## src/rtl/logic_unit_pipe_if.sv

```systemverilog
`default_nettype none
// ============================================================================
// Module      : logic_unit_pipe_if
// Description : Valid/ready operand and result channels of logic_unit_pipe.
//               master = producer of operand beats / consumer of results.
//               slave  = the logic unit itself.
// Signals     : in_valid/in_ready handshake, in_op[2:0], in_acc, in_last,
//               in_a/in_b[WIDTH], out_valid/out_ready handshake,
//               out_r[WIDTH], out_zero, out_count[CNT_W]
// Revision    : 1.0 - initial release
// ============================================================================
interface logic_unit_pipe_if #(
  parameter int WIDTH = 32,
  parameter int CNT_W = 8
);
  logic             in_valid;
  logic             in_ready;
  logic [2:0]       in_op;
  logic             in_acc;
  logic             in_last;
  logic [WIDTH-1:0] in_a;
  logic [WIDTH-1:0] in_b;
  logic             out_valid;
  logic             out_ready;
  logic [WIDTH-1:0] out_r;
  logic             out_zero;
  logic [CNT_W-1:0] out_count;

  modport master (
    output in_valid, in_op, in_acc, in_last, in_a, in_b, out_ready,
    input  in_ready, out_valid, out_r, out_zero, out_count
  );

  modport slave (
    input  in_valid, in_op, in_acc, in_last, in_a, in_b, out_ready,
    output in_ready, out_valid, out_r, out_zero, out_count
  );
endinterface
`default_nettype wire

```

## src/rtl/logic_unit_pipe.sv

```systemverilog
`default_nettype none
// ============================================================================
// Module      : logic_unit_pipe
// Description : Pipelined bitwise logic unit with one-cycle latency and an
//               optional accumulate mode that folds a burst of operands into
//               a single result using the operation latched at burst start.
// Ports       : clk    - clock, rising edge
//               rst_n  - asynchronous active-low reset
//               bus    - logic_unit_pipe_if.slave (operand + result channels)
// Parameters  : WIDTH  - operand/result width (1..64)
//               CNT_W  - beat counter width (count saturates at all-ones)
// Revision    : 1.0 - initial release
// ============================================================================
module logic_unit_pipe #(
  parameter int WIDTH = 32,
  parameter int CNT_W = 8
) (
  input  wire                 clk,
  input  wire                 rst_n,
  logic_unit_pipe_if.slave    bus
);

  typedef enum logic [0:0] {
    S_IDLE  = 1'b0,
    S_ACCUM = 1'b1
  } state_t;

  localparam logic [CNT_W-1:0] c_CNT_ONE = CNT_W'(1);
  localparam logic [CNT_W-1:0] c_CNT_MAX = {CNT_W{1'b1}};

  function automatic logic [WIDTH-1:0] f_logic_op(
    input logic [2:0]       op,
    input logic [WIDTH-1:0] x,
    input logic [WIDTH-1:0] y
  );
    logic [WIDTH-1:0] res;
    case (op)
      3'b000:  res = x & y;
      3'b001:  res = x | y;
      3'b010:  res = x ^ y;
      3'b011:  res = ~(x & y);
      3'b100:  res = ~(x | y);
      3'b101:  res = ~(x ^ y);
      3'b110:  res = x & ~y;
      default: res = x;
    endcase
    return res;
  endfunction

  state_t           r_state;
  state_t           w_state_nxt;
  logic [WIDTH-1:0] r_acc;
  logic [WIDTH-1:0] w_acc_nxt;
  logic [CNT_W-1:0] r_cnt;
  logic [CNT_W-1:0] w_cnt_nxt;
  logic [2:0]       r_burst_op;
  logic [2:0]       w_burst_op_nxt;

  logic             r_out_valid;
  logic [WIDTH-1:0] r_out_r;
  logic             r_out_zero;
  logic [CNT_W-1:0] r_out_count;

  logic             w_in_ready;
  logic             w_accept;
  logic             w_load_out;
  logic [WIDTH-1:0] w_out_val;
  logic [CNT_W-1:0] w_out_cnt;
  logic [WIDTH-1:0] w_fold;
  logic [CNT_W-1:0] w_cnt_inc;

  // A new beat may enter whenever the output register is empty or is being
  // drained this cycle; every beat may produce a result so no finer gating.
  assign w_in_ready = !r_out_valid || bus.out_ready;
  assign w_accept   = bus.in_valid && w_in_ready;

  assign w_fold    = f_logic_op(r_burst_op, r_acc, bus.in_a);
  assign w_cnt_inc = (r_cnt == c_CNT_MAX) ? r_cnt : r_cnt + c_CNT_ONE;

  // Next-state / datapath control
  always_comb begin
    w_state_nxt    = r_state;
    w_acc_nxt      = r_acc;
    w_cnt_nxt      = r_cnt;
    w_burst_op_nxt = r_burst_op;
    w_load_out     = 1'b0;
    w_out_val      = '0;
    w_out_cnt      = '0;
    case (r_state)
      S_IDLE: begin
        if (w_accept) begin
          if (bus.in_acc && !bus.in_last) begin
            w_burst_op_nxt = bus.in_op;
            w_acc_nxt      = f_logic_op(bus.in_op, bus.in_a, bus.in_b);
            w_cnt_nxt      = c_CNT_ONE;
            w_state_nxt    = S_ACCUM;
          end else begin
            // Plain beat or single-beat burst: result straight out.
            w_load_out = 1'b1;
            w_out_val  = f_logic_op(bus.in_op, bus.in_a, bus.in_b);
            w_out_cnt  = c_CNT_ONE;
          end
        end
      end
      S_ACCUM: begin
        if (w_accept) begin
          // Burst continuation: only in_a and in_last matter here.
          w_acc_nxt = w_fold;
          w_cnt_nxt = w_cnt_inc;
          if (bus.in_last) begin
            w_load_out  = 1'b1;
            w_out_val   = w_fold;
            w_out_cnt   = w_cnt_inc;
            w_state_nxt = S_IDLE;
          end
        end
      end
      default: w_state_nxt = S_IDLE;
    endcase
  end

  // Burst state
  always_ff @(posedge clk or negedge rst_n) begin
    if (!rst_n) begin
      r_state    <= S_IDLE;
      r_acc      <= '0;
      r_cnt      <= '0;
      r_burst_op <= 3'b000;
    end else begin
      r_state    <= w_state_nxt;
      r_acc      <= w_acc_nxt;
      r_cnt      <= w_cnt_nxt;
      r_burst_op <= w_burst_op_nxt;
    end
  end

  // Output register: a new result takes priority over draining, so a
  // back-to-back result keeps out_valid high.
  always_ff @(posedge clk or negedge rst_n) begin
    if (!rst_n) begin
      r_out_valid <= 1'b0;
      r_out_r     <= '0;
      r_out_zero  <= 1'b0;
      r_out_count <= '0;
    end else if (w_load_out) begin
      r_out_valid <= 1'b1;
      r_out_r     <= w_out_val;
      r_out_zero  <= (w_out_val == '0);
      r_out_count <= w_out_cnt;
    end else if (bus.out_ready) begin
      r_out_valid <= 1'b0;
    end
  end

  assign bus.in_ready  = w_in_ready;
  assign bus.out_valid = r_out_valid;
  assign bus.out_r     = r_out_r;
  assign bus.out_zero  = r_out_zero;
  assign bus.out_count = r_out_count;

endmodule
`default_nettype wire

```

## src/flat_wrapper.sv

```systemverilog
// flat-port wrapper written by rule: the top's interface ports become plain ports
module logic_unit_pipe_flat 
#(
  parameter int WIDTH = 32,
  parameter int CNT_W = 8
)
  (clk, rst_n, bus_in_valid, bus_in_op, bus_in_acc, bus_in_last, bus_in_a, bus_in_b, bus_out_ready, bus_in_ready, bus_out_valid, bus_out_r, bus_out_zero, bus_out_count);
  logic_unit_pipe_if #(.WIDTH(WIDTH), .CNT_W(CNT_W)) bus_i ();
  input  wire clk;
  input  wire rst_n;
  input wire logic [$bits(bus_i.in_valid)-1:0] bus_in_valid;
  input wire logic [$bits(bus_i.in_op)-1:0] bus_in_op;
  input wire logic [$bits(bus_i.in_acc)-1:0] bus_in_acc;
  input wire logic [$bits(bus_i.in_last)-1:0] bus_in_last;
  input wire logic [$bits(bus_i.in_a)-1:0] bus_in_a;
  input wire logic [$bits(bus_i.in_b)-1:0] bus_in_b;
  input wire logic [$bits(bus_i.out_ready)-1:0] bus_out_ready;
  output wire logic [$bits(bus_i.in_ready)-1:0] bus_in_ready;
  output wire logic [$bits(bus_i.out_valid)-1:0] bus_out_valid;
  output wire logic [$bits(bus_i.out_r)-1:0] bus_out_r;
  output wire logic [$bits(bus_i.out_zero)-1:0] bus_out_zero;
  output wire logic [$bits(bus_i.out_count)-1:0] bus_out_count;
  assign bus_i.in_valid = bus_in_valid;
  assign bus_i.in_op = bus_in_op;
  assign bus_i.in_acc = bus_in_acc;
  assign bus_i.in_last = bus_in_last;
  assign bus_i.in_a = bus_in_a;
  assign bus_i.in_b = bus_in_b;
  assign bus_i.out_ready = bus_out_ready;
  assign bus_in_ready = bus_i.in_ready;
  assign bus_out_valid = bus_i.out_valid;
  assign bus_out_r = bus_i.out_r;
  assign bus_out_zero = bus_i.out_zero;
  assign bus_out_count = bus_i.out_count;
  logic_unit_pipe #(.WIDTH(WIDTH), .CNT_W(CNT_W)) u_core (.clk(clk), .rst_n(rst_n), .bus(bus_i));
endmodule
```

## config.mk

```make
export PLATFORM = sky130hd
export DESIGN_NAME = logic_unit_pipe_flat
export DESIGN_NICKNAME = d
export VERILOG_FILES = /design/src/rtl/logic_unit_pipe_if.sv /design/src/rtl/logic_unit_pipe.sv /design/src/flat_wrapper.sv
export SDC_FILE = /design/constraint.sdc
export NUM_CORES = 1
export LEC_CHECK = 0
export ABC_AREA = 1
export CORE_ASPECT_RATIO = 0.6
export CORE_MARGIN = 2
export CORE_UTILIZATION = 50
export CTS_BUF_LIST = sky130_fd_sc_hd__clkbuf_8 sky130_fd_sc_hd__clkbuf_16
export CTS_CLUSTER_DIAMETER = 200
export DETAILED_ROUTE_END_ITERATION = 6
export DONT_BUFFER_PORTS = 1
export HOLD_SLACK_MARGIN = 0.03
export PLACE_DENSITY = 0.72
export SETUP_SLACK_MARGIN = 0.2
export SLEW_MARGIN = 0
export SYNTH_ARGS = -nofsm -noshare
export SYNTH_HDL_FRONTEND = slang
export SYNTH_SLANG_ARGS = --single-unit
```

## constraint.sdc

```tcl
create_clock -name clk -period 2.3 [get_ports clk]
set_input_delay 0.115 -clock clk [delete_from_list [all_inputs] [get_ports clk]]
set_output_delay 0.115 -clock clk [all_outputs]
set_load 0.01 [all_outputs]
```

# ---- Word level (Yosys, flattened, before mapping)
# Cells that the tools add are included.
dict set report totals {
  ff_bits 86
  output_inout_bits 43
  word_cells 86
  inputBits 73
}
dict set report classes {
  n_addsub 1
  muxes 33
  n_eq_ne 16
  n_reduce_logical 11
  bitwise 17
}
# op n
set op_table {}
lappend op_table {{$pmux 32 s7} 2}
lappend op_table {{$not 32->32} 8}
lappend op_table {{$mux 32} 7}
lappend op_table {{$and 32x32->32} 4}
lappend op_table {{$pmux 32 s2} 2}
lappend op_table {{$or 32x32->32} 2}
lappend op_table {{$xor 32x32->32} 2}
lappend op_table {{$mux 8} 7}
lappend op_table {{$logic_not 32->1} 1}
lappend op_table {{$pmux 8 s2} 2}
lappend op_table {{$eq 3x3->1 const B} 6}
lappend op_table {{$eq 3x2->1 const B} 4}
lappend op_table {{$mux 1} 11}
lappend op_table {{$add 8x1->8 const B} 1}
lappend op_table {{$eq 8x8->1 const B} 1}
lappend op_table {{$eq 3x1->1 const B} 2}
lappend op_table {{$logic_not 3->1} 2}
lappend op_table {{$reduce_and 3->1} 2}
lappend op_table {{$ne 2x1->1 const B} 2}
lappend op_table {{$pmux 1 s2} 2}
lappend op_table {{$logic_and 1x1->1} 2}
lappend op_table {{$logic_not 1->1} 2}
lappend op_table {{$ne 2x2->1 const B} 1}
lappend op_table {{$reduce_bool 2->1} 1}
lappend op_table {{other kinds (2)} 2}

# ---- Longest topological paths before layout
dict set report depth {
  ltp_word 7
  depth_mapped 15
  depth_no_buf 15
}

# ---- Least setup slack after synthesis
# Ideal clock, no wire load.
dict set report synth_path {
  path_kind {register -> register}
  startpoint {reg u_core.r_out_valid (netlist: u_core.bus.out_valid)}
  endpoint {reg u_core.r_out_zero (netlist: u_core.bus.out_zero)}
  setup_time_ns 0.124
  t_required_ns 2.176
  t_arrival_ns 1.733
  path_slack_ns 0.444
  n_path_buf 1
  path_stages_with_launch 12
  path_cell_list {dfrtp_1 > nand2_1 > nand2_1 > nor2_1 > clkbuf_1 > nand3_1 > nand2_1 > nor2_1 > nand2_1 > nor2_1 > nand3_1 > o21bai_1}
}
dict set report synth_via {
  elab_chain_cells 6
  word_cells_on_any_way 10
  cone_classes {mux (6); reduce/logical (4)}
}
# item line_no
set synth_lines {}
lappend synth_lines {{from (decl)} logic_unit_pipe.sv:59} ;# logic r_out_valid;
lappend synth_lines {{from (signal assigned)} logic_unit_pipe.sv:141} ;# r_out_valid <= 1'b0;
lappend synth_lines {{from (signal assigned)} logic_unit_pipe.sv:146} ;# r_out_valid <= 1'b1;
lappend synth_lines {{from (signal assigned)} logic_unit_pipe.sv:151} ;# r_out_valid <= 1'b0;
lappend synth_lines {{$logic_not 1->1 *} logic_unit_pipe.sv:74} ;# assign w_in_ready = !r_out_valid || bus.out_ready;
lappend synth_lines {{$logic_or 1x1->1 *} logic_unit_pipe.sv:74}
lappend synth_lines {{named net bus_in_ready} flat_wrapper.sv:18} ;# output wire logic [$bits(bus_i.in_ready)-1:0] bus_in_ready;
lappend synth_lines {{$logic_and 1x1->1 *} logic_unit_pipe.sv:75} ;# assign w_accept = bus.in_valid && w_in_ready;
lappend synth_lines {{$mux 32, on equally long branches} {logic_unit_pipe.sv:106, logic_unit_pipe.sv:91}}
lappend synth_lines {{$pmux 32 s2} logic_unit_pipe.sv:89} ;# case (r_state)
lappend synth_lines {{$logic_not 32->1} logic_unit_pipe.sv:148} ;# r_out_zero <= (w_out_val == '0);
lappend synth_lines {{to (signal assigned)} logic_unit_pipe.sv:148}
lappend synth_lines {{to (decl)} logic_unit_pipe.sv:61} ;# logic r_out_zero;
# The timed path passes the listed nets; every way through them passes the cells marked *.
# A chain may end at the register's enable or synchronous reset.

# ---- Worst setup path in the final report
dict set report layout_path {
  startpoint {reg u_core.r_burst_op[0]}
  endpoint {reg u_core.r_out_zero (netlist: u_core.bus.out_zero)}
}
dict set report layout_via {
  elab_chain_cells 6
  word_cells_on_any_way 12
  cone_classes {eq/ne (6); mux (4); reduce/logical (2)}
}
# item line_no
set layout_lines {}
lappend layout_lines {{from (decl)} logic_unit_pipe.sv:56} ;# logic [2:0] r_burst_op;
lappend layout_lines {{from (signal assigned)} logic_unit_pipe.sv:133} ;# r_burst_op <= w_burst_op_nxt;
lappend layout_lines {{$eq 3x3->1, or another cell as far along} logic_unit_pipe.sv:37} ;# case (op)
lappend layout_lines {{$pmux 32 s7 *} logic_unit_pipe.sv:37}
lappend layout_lines {{$mux 32 *} logic_unit_pipe.sv:110} ;# if (bus.in_last) begin
lappend layout_lines {{$mux 32 *} logic_unit_pipe.sv:106} ;# if (w_accept) begin
lappend layout_lines {{$pmux 32 s2 *} logic_unit_pipe.sv:89}
lappend layout_lines {{$logic_not 32->1 *} logic_unit_pipe.sv:148}
# Every way passes the cells marked *; elsewhere a longest branch is shown, timed or not.

==> flow_summary.json <==
{
  "switching_power_uw": 5121,
  "fp.coreArea_um2": 22280,
  "power_density_nw_per_um2": 802.9,
  "syn_avg_cell_area_um2": 6.290,
  "cpMostUsedCell": "nand2_1",
  "synthFlopType": "dfrtp_1",
  "route.vias.total": 12534,
  "total_power_uw": 10220,
  "min_period_ns": 2.091,
  "swShare_pct": 50.13,
  "max-cap-violations": 0,
  "comb_power_share_pct": 57.5,
  "die_h_um": 121.4,
  "cp_cell_sequence": "inv_4 -> buf_4 -> nor3_4 -> buf_4 -> nand2_1 -> nand2_1 -> nor2_1 -> nand2_1 -> nand3_1 -> nand2_1 -> nor2_1 -> nand2_1 -> nor2_2 -> nand2_2 -> o21bai_1",
  "ys_seq_area_share_pct": 18.73,
  "nNetsFinal": 2084,
  "worstPathArrival_ns": 2.35,
  "netlist_area_um2": 11490,
  "violations": "negative hold slack",
  "io_buffers": 0,
  "maxSlewViolCount": 0,
  "firstDrtPassIters": 6,
  "pre_cts_ws_ns": -0.04413,
  "worstPathBufferInverterCount": 3,
  "status": "complete, but fails checks",
  "num_io_pins": 116,
  "gp_congestion": 0.9319,
  "clkTransAtPathRegs_ns": 0.07,
  "htreeDepth": 3,
  "die_area_um2": 24250,
  "cp-end-kind": "register",
  "start_util_pct": 51.57,
  "slowest_delay_ns": 0.45,
  "cp_max_fo": 6,
  "ant_nets": 0,
  "setup_ws_ns": 0.2085,
  "area_delta_synth_final_pct": 10.71,
  "synthArstFlopShare_pct": 100.0,
  "whs_ns": -0.5635,
  "antenna_found_initial": 0,
  "post-route-util_pct": 57.10,
  "start_kind": "register",
  "intPower_uw": 5094,
  "setup_viol": 0,
  "antennaDiodeCount": 0,
  "vias_per_cell": 5.885,
  "dpl.cell_count": 2091,
  "post-route-period-util_pct": 90.93,
  "drc_errors": 0,
  "netlist.area_leader.share_pct": 21.01,
  "final_cells": 2130,
  "grt_pass1_wl_um": 62720,
  "postSynthCellCount": 1827,
  "critical_path_class": "reg -> reg",
  "p_seq_share_pct": 27.2,
  "cp.required_ns": 2.55,
  "worstSkewPairLatency_ns": 0.37,
  "max_freq_mhz": 478.1,
  "cts_buffers": 9,
  "die_x_um": 199.7,
  "yosysTopAreaCell": "ha_1",
  "num_rows": 42,
  "grt_max_degree": 87,
  "synth_area_leaders": "ha_1 21%, dfrtp_1 19%, nand2_1 15%",
  "crit_slowest_cell": "dfrtp_2",
  "ys.warnings.count": 0,
  "cp_top_family": "simple AND/OR/NAND/NOR gates",
  "grt_use_total_pct": 33.17,
  "netlist_top_cells_count": "448 x nand2_1, 236 x nand3_1, 215 x inv_1",
  "clk_path_buf_depth": 2,
  "overflow": 0,
  "min-delay-path-class": "in -> async",
  "finalHoldViolCount": 86,
  "yosysMostFrequentCell": "nand2_1",
  "tns_ns": 0,
  "syn-num-nets": 2093,
  "cts_tree": "yes",
  "drive_above_1_share_pct": 7.903,
  "ys_seq_elements": 86,
  "clkPwrFrac_pct": 15.3,
  "relSlewSlack_pct": 20.18,
  "finalClockSkew_ns": 0.007722,
  "tightest_slew_ns": 1.188,
  "routed_wirelength_um": 39970,
  "p_leak_uw": 0.007006,
  "routedWlPerCell_um": 18.77,
  "synthDistinctLibCells": 30,
  "ctsHoldBuffers": 5,
  "rsz0062_at_grt": "true",
  "grt_pass1_vias": 11510,
  "drtIter0Drc": 1637,
  "vdd_ir_drop_max_uv": 454.3,
  "dp_hpwl_um": 27680,
  "cts-root-buf": "clkbuf_16",
  "synth-edff-count": 0,
  "cts.sinks": 86
}
==> path summary, 6_finish.rpt <==
| check | end | depth (start not counted) | slack [ns] | start |
|---|---|---|---|---|
| worst max-delay path | u_core.bus.out_zero | 15 | 0.21 | u_core.r_burst_op[0] |
| worst min-delay path | u_core.bus.out_r[17] | 0 | -0.56 | rst_n |
| worst min register to register | u_core.bus.out_count[1] | 2 | 0.55 | u_core.bus.out_count[1] |
| max in group asynchronous | u_core.bus.out_r[1] | 0 | 2.72 | rst_n |
| worst max register to register | u_core.bus.out_zero | 15 | 0.21 | u_core.r_burst_op[0] |
| min in group clk | u_core.r_burst_op[0] | 3 | 0.05 | bus_in_op[0] |
==> what timing repair did <==
item | 4_1_cts | 5_1_grt
resized for setup | 8 | 48
setup endpoints to repair | 1 | 22
buffers inserted | 4 | 13
gates cloned | 0 | 2
hold endpoints to repair | 92 | 86
pin swaps | 1 | 9
==> state kept, by name (all words and copies together) (netlist names) <==
register              count
u_core.bus.out_count      8
u_core.bus.out_r         32
u_core.bus.out_valid      1
u_core.bus.out_zero       1
u_core.r_acc             32
u_core.r_burst_op         3
u_core.r_cnt              8
u_core.r_state            1
==> power groups by stage <==
stage / clock [uW] / combinational [uW] / sequential [uW]
6_report: 1560 / 5870 / 2780
5_1_grt: 1610 / 6530 / 2860
2_1_floorplan: 0 / 3860 / 2570
4_1_cts: 1560 / 5340 / 2770
3_5_place_dp: 0 / 5240 / 2780
3_3_place_gp: 0 / 5110 / 2760
==> kinds of logic after synthesis <==
group / synth area share (%)
adders and majority gates: 21.01
DFF: 18.73
AOI/OAI and AO/OA: 11.47
buffers and inverters: 11.25
and+or+nand+nor: 37.47
xor gates and xnor gates: 0.07623
==> metal layers <==
metal,part of all wire [%],vias to the layer above,track usage (%)
met2,41,761,48.87
li1,-,5959,-
met3,13,74,9.144
met5,0,-,0
met1,43,5740,47.24
met4,2.3,0,9.028
==> cell usage in the layout (no fill, tap or decap), drive strengths merged <==
master and instances:
a21oi 121, o21ai 75, ha 193, o21a 1
nand3 236, o21bai 1, nor2 173, o22ai 5
nand4 78, inv 229, clkbuf 11, a2111o 1
a22o 1, xnor2 1, nor3 10, nand2 450
buf 77, dfrtp 86, o211ai 4, nand3b 30
dlygate4sd3 5, bufinv 1, a22oi 32, clkinvlp 1
==> cell type report <==
cell class              count  area [um2]
fillers                  2141        9559
multi-input cells        1412        8194
flip-flops and latches     86        2156
inverters                 226       859.6
repair buffers             83       843.3
well taps                 308       385.4
clock buffers              10       239.0
clock inverters             5       45.04
==> metrics by stage <==
step	cell area [um2]	hold WS, ns
floorplan	11490	-0.1806
global placement	12030	-0.1781
detailed placement	12030	-0.1786
CTS	12420	-0.5714
global route	12720	-0.5781
finish	12720	-0.5635
Power figures use the tool's default switching activity.
